==> src/rtl/shift_ex_stage_pkg.sv <==
// ---------------------------------------------------------------------------
// shift_ex_stage_pkg
// Shared definitions for the execute-stage shift unit: the shift op
// encodings, the datapath width and the default register-specifier width.
// ---------------------------------------------------------------------------
package shift_ex_stage_pkg;

  localparam int DATA_W       = 16;
  localparam int AMT_W        = 4;
  localparam int REG_BITS_DEF = 3;

  typedef enum logic [1:0] {
    OP_SHL = 2'b00,
    OP_SRL = 2'b01,
    OP_ROL = 2'b10,
    OP_ROR = 2'b11
  } shift_op_e;

endpackage

==> src/rtl/shifter_16b.sv <==
// ---------------------------------------------------------------------------
// shifter_16b
// Combinational 16-bit barrel shifter core.
// Ports:
//   op     - shift operation (shl, srl zero fill, rol, ror)
//   data   - operand to shift
//   amt    - shift amount 0..15 (0 passes the operand through)
//   result - shifted operand
// ---------------------------------------------------------------------------
module shifter_16b
  import shift_ex_stage_pkg::*;
(
  input  shift_op_e         op,
  input  logic [DATA_W-1:0] data,
  input  logic [AMT_W-1:0]  amt,
  output logic [DATA_W-1:0] result
);

  logic [2*DATA_W-1:0] doubled;
  logic [2*DATA_W-1:0] rol_full;
  logic [2*DATA_W-1:0] ror_full;

  // Rotates are done by shifting the operand concatenated with itself:
  // the bits pushed out of one copy are refilled from the other copy.
  always_comb begin
    doubled  = {data, data};
    rol_full = doubled << amt;
    ror_full = doubled >> amt;
    result   = data;
    case (op)
      OP_SHL:  result = data << amt;
      OP_SRL:  result = data >> amt;
      OP_ROL:  result = rol_full[2*DATA_W-1:DATA_W];
      OP_ROR:  result = ror_full[DATA_W-1:0];
      default: result = data;
    endcase
  end

endmodule

==> src/rtl/shift_ex_stage.sv <==
// ---------------------------------------------------------------------------
// shift_ex_stage
// Execute-stage shift unit. Accepts shift ops over a valid/ready handshake,
// optionally bypasses the previous result into the data operand, shifts it
// with shifter_16b and holds results in a main register plus a skid
// register feeding EX/MEM.
// Ports:
//   clk, rst          - clock, asynchronous active-high reset
//   flush             - synchronous pipeline flush
//   in_valid/in_ready - upstream handshake (in_ready is registered)
//   in_op, in_data    - operation and operand (register in_src)
//   in_src_use        - operand comes from a register (bypass eligible)
//   in_amt_sel        - 0: amount from in_amt_reg[3:0], 1: from in_imm
//   in_dst, in_wr_en  - destination register and its write enable
//   out_valid/ready   - downstream handshake
//   out_data, out_dst, out_wr_en - registered result to EX/MEM
// ---------------------------------------------------------------------------
module shift_ex_stage
  import shift_ex_stage_pkg::*;
#(
  parameter int REG_BITS  = REG_BITS_DEF,
  parameter bit BYPASS_EN = 1'b1
) (
  input  logic                clk,
  input  logic                rst,
  input  logic                flush,
  input  logic                in_valid,
  output logic                in_ready,
  input  logic [1:0]          in_op,
  input  logic [DATA_W-1:0]   in_data,
  input  logic [REG_BITS-1:0] in_src,
  input  logic                in_src_use,
  input  logic                in_amt_sel,
  input  logic [DATA_W-1:0]   in_amt_reg,
  input  logic [AMT_W-1:0]    in_imm,
  input  logic [REG_BITS-1:0] in_dst,
  input  logic                in_wr_en,
  output logic                out_valid,
  input  logic                out_ready,
  output logic [DATA_W-1:0]   out_data,
  output logic [REG_BITS-1:0] out_dst,
  output logic                out_wr_en
);

  logic                accept;
  logic                out_fire;
  logic                bypass_hit;
  logic [AMT_W-1:0]    amt;
  logic [DATA_W-1:0]   operand;
  logic [DATA_W-1:0]   result;
  logic                unused_amt_hi;

  logic                skid_valid;
  logic [DATA_W-1:0]   skid_data;
  logic [REG_BITS-1:0] skid_dst;
  logic                skid_wr_en;

  logic                last_valid;
  logic [DATA_W-1:0]   last_data;
  logic [REG_BITS-1:0] last_dst;
  logic                last_wr_en;

  // skid_valid is a flop, so in_ready never depends on out_ready this cycle.
  assign in_ready = ~skid_valid;
  assign accept   = in_valid & in_ready & ~flush;
  assign out_fire = out_valid & out_ready;

  // Only the low nibble of Rt is a shift amount.
  assign unused_amt_hi = ^in_amt_reg[DATA_W-1:AMT_W];
  assign amt           = in_amt_sel ? in_imm : in_amt_reg[AMT_W-1:0];

  // A result that does not write a register can never be a bypass source.
  assign bypass_hit = BYPASS_EN && in_src_use && last_valid && last_wr_en &&
                      (in_src == last_dst);
  assign operand    = bypass_hit ? last_data : in_data;

  shifter_16b u_shifter (
    .op     (shift_op_e'(in_op)),
    .data   (operand),
    .amt    (amt),
    .result (result)
  );

  // Main/skid output registers. A new op goes to main when main is empty or
  // draining with nothing behind it; otherwise it parks in skid. Accepting
  // while skid is full is impossible because in_ready is low then.
  always_ff @(posedge clk or posedge rst) begin
    if (rst) begin
      out_valid  <= 1'b0;
      out_data   <= '0;
      out_dst    <= '0;
      out_wr_en  <= 1'b0;
      skid_valid <= 1'b0;
      skid_data  <= '0;
      skid_dst   <= '0;
      skid_wr_en <= 1'b0;
    end else if (flush) begin
      out_valid  <= 1'b0;
      skid_valid <= 1'b0;
    end else if (out_fire) begin
      if (skid_valid) begin
        out_data   <= skid_data;
        out_dst    <= skid_dst;
        out_wr_en  <= skid_wr_en;
        skid_valid <= 1'b0;
      end else begin
        out_valid <= accept;
        if (accept) begin
          out_data  <= result;
          out_dst   <= in_dst;
          out_wr_en <= in_wr_en;
        end
      end
    end else if (accept) begin
      if (!out_valid) begin
        out_valid <= 1'b1;
        out_data  <= result;
        out_dst   <= in_dst;
        out_wr_en <= in_wr_en;
      end else begin
        skid_valid <= 1'b1;
        skid_data  <= result;
        skid_dst   <= in_dst;
        skid_wr_en <= in_wr_en;
      end
    end
  end

  // Bypass source tracks the most recently accepted op, even if it is still
  // sitting in main or skid.
  always_ff @(posedge clk or posedge rst) begin
    if (rst) begin
      last_valid <= 1'b0;
      last_data  <= '0;
      last_dst   <= '0;
      last_wr_en <= 1'b0;
    end else if (flush) begin
      last_valid <= 1'b0;
    end else if (accept) begin
      last_valid <= 1'b1;
      last_data  <= result;
      last_dst   <= in_dst;
      last_wr_en <= in_wr_en;
    end
  end

endmodule
==> config.mk <==
export PLATFORM = sky130hd
export DESIGN_NAME = shift_ex_stage
export DESIGN_NICKNAME = d
export VERILOG_FILES = /design/src/rtl/shift_ex_stage_pkg.sv /design/src/rtl/shifter_16b.sv /design/src/rtl/shift_ex_stage.sv
export SDC_FILE = /design/constraint.sdc
export NUM_CORES = 1
export LEC_CHECK = 0
export CAP_MARGIN = 20
export CORE_MARGIN = 4
export CORE_UTILIZATION = 50
export DETAILED_ROUTE_END_ITERATION = 7
export PLACE_DENSITY = 0.78
export SLEW_MARGIN = 20
export SYNTH_ARGS = -nofsm -noshare
export SYNTH_HDL_FRONTEND = slang
export SYNTH_SLANG_ARGS = --single-unit
export TNS_END_PERCENT = 50
==> constraint.sdc <==
create_clock -name clk -period 2.7 [get_ports clk]
set_clock_uncertainty 0.2 [all_clocks]
set_input_delay 0.54 -clock clk [delete_from_list [all_inputs] [get_ports clk]]
set_output_delay 0.54 -clock clk [all_outputs]
set_load 0.005 [all_outputs]
==> results.ini, run 1 <==
[critical_path]
crit_buf_inv = 4
worst_path_most_repeated_cell = buf_6
end_kind = flip-flop
cp_max_fo = 8
cp_slowest_cell = mux4_2
worst_setup_path_start_kind = primary input
worstPathArrival_ps = 3130
worstPathCellList = clkdlybuf4s15_1 > xor2_2 > nor4_4 > buf_6 > buf_8 > buf_6 > mux2i_4 > mux2i_1 > mux4_2 > o2bb2ai_4 > or2_1 > o21ai_1
crit_required_ps = 2780
crit_path_max_incr_delay_ps = 560
path_class = in -> reg
path_delay_family = multiplexers

[cts]
cts_buffer_depth = 2
ctsHtreeMaxLevel = 3
cts_hold_buffers = 0
cts.sinks = 63
clock_latency_ps = 350
root_buffer = clkbuf_8
cts_tree = yes
clkSlewWorstSetupHoldPaths_ps = 70
cts_buffers = 9

[global_route]
grt_pass1_vias = 5691
grt_max_degree = 64
grt_pass1_wl_um = 31200
grt_overflow = 0
track_usage = 0.346
antenna_found_initial = 0

[power]
ir_worst_vdd_uv = 816
power_uw = 4230
p_per_area_nw_per_um2 = 531
total_leakage_power_uw = 0.00343

[sta]
hold_viol_final = 0
setup_viol = 48
rsz0062_at_grt = yes
fin_crit_sh = 1.13
drv_slew = 0
worst_slew_pin_slew_ps = 545
fmax_mhz = 327
min_period_ps = 3050
setup_ws_ps = -355
slew_headroom = 0.637

[die]
fp.coreArea_um2 = 9910
fp.dieW_um = 109
die_h_um = 109
rows = 36
pin_count = 74
initial_core_util = 0.518
die-area_um2 = 12000

[yosys]
synth.area.top_cells = dfrtp_1 (31%), mux2i_1 (23%), nand2_1 (6.6%)
async_reset_ff_frac = 1.00
syn_avg_cell_area_um2 = 8.87
yosysTopAreaCellShare = 0.307
synth_nets = 631
synth_area_leader_cell = dfrtp_1
yosysWarningCount = 0
synth_edf_count = 0
synth_cell_types = 57
synth_cells = 579
synth_area_um2 = 5130
ys_seq_elements = 63
synthFlopType = dfrtp_1
ys_seq_area_frac = 0.307

[cells_and_area]
area_growth_syn_to_layout_pct = 55.1
final_cell_mix = buf_4 (132), nand2_1 (87), mux2i_1 (71)
diodes = 0
final_common_cell = buf_4
layout-drive-gt1-share = 0.404
final_cells = 902
nNetsFinal = 816

[place]
io_buffers = 61
place_hpwl_um = 14600
dp.cells = 870
finalWeightedCongestion = 1.01

[detailed_routing]
drc_errors = 0
vias_per_cell = 6.37
ant_nets = 0
wl_per_cell_um = 23.2
firstDrtPassIters = 7
routed_wl_um = 21000
num_vias = 5748
dr.first_iter.drc_count = 576

[worst_hold_path]
hp-class = reg -> reg

[outcome]
failed_checks = setup timing
outcome = finished with violations

[run]
maxCapViolCount = 0

==> cell usage after synthesis, types with 2 or more instances <==
| library cell | n |
|---|---|
| a211o_1 | 2 |
| a211oi_1 | 7 |
| a21o_1 | 2 |
| a21oi_1 | 28 |
| a221o_1 | 2 |
| a221oi_1 | 2 |
| a22o_1 | 2 |
| a22oi_1 | 27 |
| a31oi_1 | 8 |
| a32oi_1 | 2 |
| and2_1 | 3 |
| and3_1 | 15 |
| buf_1 | 2 |
| buf_2 | 2 |
| buf_4 | 5 |
| buf_6 | 7 |
| clkbuf_1 | 23 |
| dfrtp_1 | 63 |
| inv_1 | 5 |
| mux2_1 | 3 |
| mux2_2 | 20 |
| mux2i_1 | 119 |
| mux4_2 | 3 |
| nand2_1 | 90 |
| nand3_1 | 6 |
| nand3b_1 | 2 |
| nor2_1 | 34 |
| nor2b_1 | 2 |
| nor3_1 | 7 |
| nor4_1 | 3 |
| o21a_1 | 2 |
| o21ai_0 | 10 |
| o21ai_1 | 32 |
| o221ai_1 | 5 |
| o22a_1 | 3 |
| o22ai_1 | 4 |
| o2bb2ai_1 | 2 |
| or3_1 | 4 |
| xor2_1 | 3 |
==> power breakdown <==
part	switching [uW]	internal, uW	total (uW)
logic	898	917	1820
registers	238	1160	1400
clock network	394	616	1010
==> worst paths after layout <==
kind	from	endpoint	slack (ps)	cells past startpoint
worst min-delay path	out_data[9]$_DFFE_PP0P_	out_data[9]$_DFFE_PP0P_	290	2
worst min register to register	out_data[9]$_DFFE_PP0P_	out_data[9]$_DFFE_PP0P_	290	2
worst max-delay path	in_src[0]	skid_data[15]$_DFFE_PP0P_	-350	12
min in group asynchronous	rst	skid_wr_en$_DFFE_PP0P_	370	3
worst max register to register	last_dst[2]$_DFFE_PP0P_	skid_data[15]$_DFFE_PP0P_	-340	11
max in group asynchronous	rst	skid_data[1]$_DFFE_PP0P_	1650	3
==> worst register-to-register path, stage by stage (launching register included) <==
cell       delay, ps
dfrtp_1          420
xor2_2           200
nor4_4           310
buf_6            230
buf_8            150
buf_6            100
mux2i_4          210
mux2i_1           80
mux4_2           560
o2bb2ai_4        160
or2_1            230
o21ai_1          120
==> through the flow <==
| stage | utilization | cell area, um^2 | setup WS [ps] | setup TNS, ps | hold WS (ps) |
|---|---|---|---|---|---|
| final | 0.804 | 7960 | -355 | -12740 | 291 |
| after global routing | 0.804 | 7960 | -435 | -15750 | 315 |
| after CTS | 0.772 | 7650 | -388 | -12900 | 292 |
| after detailed placement | 0.698 | 6920 | -951 | -41180 | 270 |
| after global placement | 0.698 | 6920 | -950 | -39910 | 258 |
| after floorplan | - | 5300 | -167 | -3930 | 242 |
==> registers in the layout, indices dropped and copies added (netlist names) <==
register and cells:
last_data 16, out_wr_en 1, last_valid 1, out_valid 1
skid_valid 1, out_dst 3, skid_data 16, skid_wr_en 1
last_wr_en 1, out_data 16, skid_dst 3, last_dst 3
==> metal layers <==
metal,routed length [um],GRT usage
met5,0,0
met2,9950,0.552
met4,985,0.175
met1,8370,0.464
met3,1670,0.0423
==> kinds of logic (layout without fill, tap and decap cells) <==
family          Yosys count  in the layout  share of synthesized area
mux                     147            147                      0.303
xor+xnor                  3              3                    0.00512
flops                    63             63                      0.307
simple gates            169            169                      0.143
compound gates          152            152                      0.195
buf+inv                  45            235                     0.0473
==> timing repair <==
item                                    CTS  global route
gates resized for setup                  92            57
cloned                                    2             0
hold endpoints to repair                  0             0
setup buffers                            11             3
pin swaps                                29            20
endpoints found under the setup margin   48            48
==> area by class of cell <==
class / instances / area (um^2)
clock buffer: 9 / 124
timing repair buffer: 213 / 1920
inverter: 6 / 22.5
clock inverter: 7 / 120
sequential: 63 / 1580
multi-input combinational: 471 / 4040
tap: 133 / 166
fill: 628 / 1950
Note: power is estimated with default switching activity, not from simulation.
==> run 2, diff against run 1 <==
--- a/config.mk
+++ b/config.mk
@@ -8,7 +8,9 @@
 export CAP_MARGIN = 20
 export CORE_MARGIN = 4
 export CORE_UTILIZATION = 50
+export CTS_CLUSTER_SIZE = 16
 export DETAILED_ROUTE_END_ITERATION = 7
+export GPL_TIMING_DRIVEN = 1
 export PLACE_DENSITY = 0.78
 export SLEW_MARGIN = 20
 export SYNTH_ARGS = -nofsm -noshare
==> results of run 2 <==
The final DEF is identical to that of run 1; final timing and power are the same.
==> run 3, diff against run 2 <==
--- a/config.mk
+++ b/config.mk
@@ -8,11 +8,11 @@
 export CAP_MARGIN = 20
 export CORE_MARGIN = 4
 export CORE_UTILIZATION = 50
+export CTS_CLUSTER_DIAMETER = 80
 export CTS_CLUSTER_SIZE = 16
 export DETAILED_ROUTE_END_ITERATION = 7
 export GPL_TIMING_DRIVEN = 1
-export PLACE_DENSITY = 0.78
-export SLEW_MARGIN = 20
+export PLACE_DENSITY_LB_ADDON = 0.1
 export SYNTH_ARGS = -nofsm -noshare
 export SYNTH_HDL_FRONTEND = slang
 export SYNTH_SLANG_ARGS = --single-unit
==> run 3 against run 2 <==
  * The flow still finishes with violations (setup timing)
  * Clock power increased by 20%
  * Final area increased by 6.8%
  * Flip-flop and latch count is the same
  * Register-to-register slack worse by 360 ps
  * Routed wire length grew 21%
  * Maximum frequency decreased by 10%
  * Non-clock buffer count up 7
  * Via count increased by 9.3%
  * First-iteration DRC count is 97% higher
  * Global-route usage grew 2.0 points
==> results.ini, run 3 (same netlist as run 1, synthesis figures left out) <==
[cells_and_area]
final_cells = 909
layout-drive-gt1-share = 0.438
final_cell_mix = buf_4 (117), nand2_1 (86), dfrtp_1 (63)
largestRegisters = last_data (16), out_data (16), skid_data (16)
fill_cells = 461
nNetsFinal = 823
area_growth_syn_to_layout_pct = 65.6
finish.utilization = 0.858
stdcell_area_um2 = 8500
final_common_cell = buf_4
diodes = 0

[cts]
clkSlewWorstSetupHoldPaths_ps = 70
cts_hold_buffers = 0
cts.sinks = 63
clock_latency_ps = 350
cts_buffer_depth = 2
root_buffer = clkbuf_8
cts_tree = yes
ctsHtreeMaxLevel = 3
cts_buffers = 9

[detailed_routing]
ant_nets = 0
routed_wl_um = 25500
num_vias = 6280
dr.first_iter.drc_count = 1135
drc_errors = 0
vias_per_cell = 6.91
firstDrtPassIters = 5
wl_per_cell_um = 28.0

[critical_path]
rrSetupSlack_ps = -700
worst_setup_path_start_kind = flip-flop
crit_path_max_incr_delay_ps = 610
worstPathArrival_ps = 3500
crit_required_ps = 2790
path_class = reg -> reg
cp_slowest_cell = mux2i_2
rr_worst_depth = 10
end_kind = flip-flop
reg2reg_to = last_data[6]$_DFFE_PP0P_
crit_buf_inv = 2
cp_max_fo = 6
path_delay_family = multiplexers
reg2reg_from = last_dst[0]$_DFFE_PP0P_
worstPathCellList = xor2_1 > nor4_2 > buf_4 > buf_4 > mux2i_2 > mux2i_2 > mux2i_1 > a2bb2oi_1 > a32oi_2 > mux2_4

[sta]
hold_viol_final = 0
fmax_mhz = 294
fin_hold_ws_ps = 202
min_period_ps = 3400
fin_crit_sh = 1.26
worst_slew_pin_slew_ps = 677
setup_viol = 48
drv_slew = 0
setup_ws_ps = -703
rsz0062_at_grt = yes
slew_headroom = 0.539

[place]
finalWeightedCongestion = 1.01
dp.cells = 853
place_hpwl_um = 14700
placed_area_um2 = 6770
io_buffers = 61

[outcome]
failed_checks = setup timing
outcome = finished with violations

[die]
rows = 36
die-area_um2 = 12000
pin_count = 74
fp.coreArea_um2 = 9910
fp.dieW_um = 109
initial_core_util = 0.518
die_h_um = 109

[run]
maxCapViolCount = 0

[global_route]
grt_max_degree = 57
grt_pass1_wl_um = 33000
grt_pass1_vias = 5979
antenna_found_initial = 1
grt_overflow = 0
track_usage = 0.366

[power]
ir_worst_vdd_uv = 543
total_leakage_power_uw = 0.00355
power_uw = 4700
p_per_area_nw_per_um2 = 553

[worst_hold_path]
hp-class = in -> async

[run 3: per-stage QoR]
step	worst slack [ps]	setup TNS, ps
detailed placement	-997	-40960
global placement	-962	-38970
global route	-718	-21570
finish	-703	-18270
CTS	-308	-8270
floorplan	-167	-3930
[run 3: routing by layer]
layer	share of wire	GRT usage	vias up
met3	0.13	0.0875	175
met1	0.35	0.469	2987
li1	-	-	2556
met5	0	0	-
met2	0.45	0.583	562
met4	0.070	0.172	0
[run 3: layout make-up]
class | instances | area [um^2] | share of cell area
repair buffers | 220 | 2130 | 0.250
inverters | 6 | 22.5 | 0.00265
well taps | 133 | 166 | 0.0196
clock buffers | 10 | 138 | 0.0162
clock inverters | 6 | 155 | 0.0182
multi-input cells | 471 | 4320 | 0.508
flip-flops and latches | 63 | 1580 | 0.185
[run 3: worst max path at each step]
stage / startpoint / to / depth (start not counted)
floorplan: in_src[0] / skid_data[15]$_DFFE_PP0P_ / 10
global placement: in_src_use / last_data[15]$_DFFE_PP0P_ / 12
detailed placement: in_amt_sel / last_data[12]$_DFFE_PP0P_ / 12
CTS: last_dst[1]$_DFFE_PP0P_ / last_data[15]$_DFFE_PP0P_ / 11
global route: last_dst[0]$_DFFE_PP0P_ / last_data[6]$_DFFE_PP0P_ / 10
finish: last_dst[0]$_DFFE_PP0P_ / last_data[6]$_DFFE_PP0P_ / 10
[run 3: report_power, final]
group          switching [uW]  leakage [uW]  internal (uW)  total [uW]
sequential                269      0.000786           1160        1430
clock                     383      0.000146            824        1210
combinational            1050       0.00262           1010        2070
[run 3: repair_timing]
action / 4_1_cts / 5_1_grt
buffers inserted: 25 / 13
endpoints found under the setup margin: 48 / 48
endpoints found under the hold margin: 0 / 0
pin swaps: 34 / 35
cloned: 5 / 0
gates resized for setup: 143 / 89
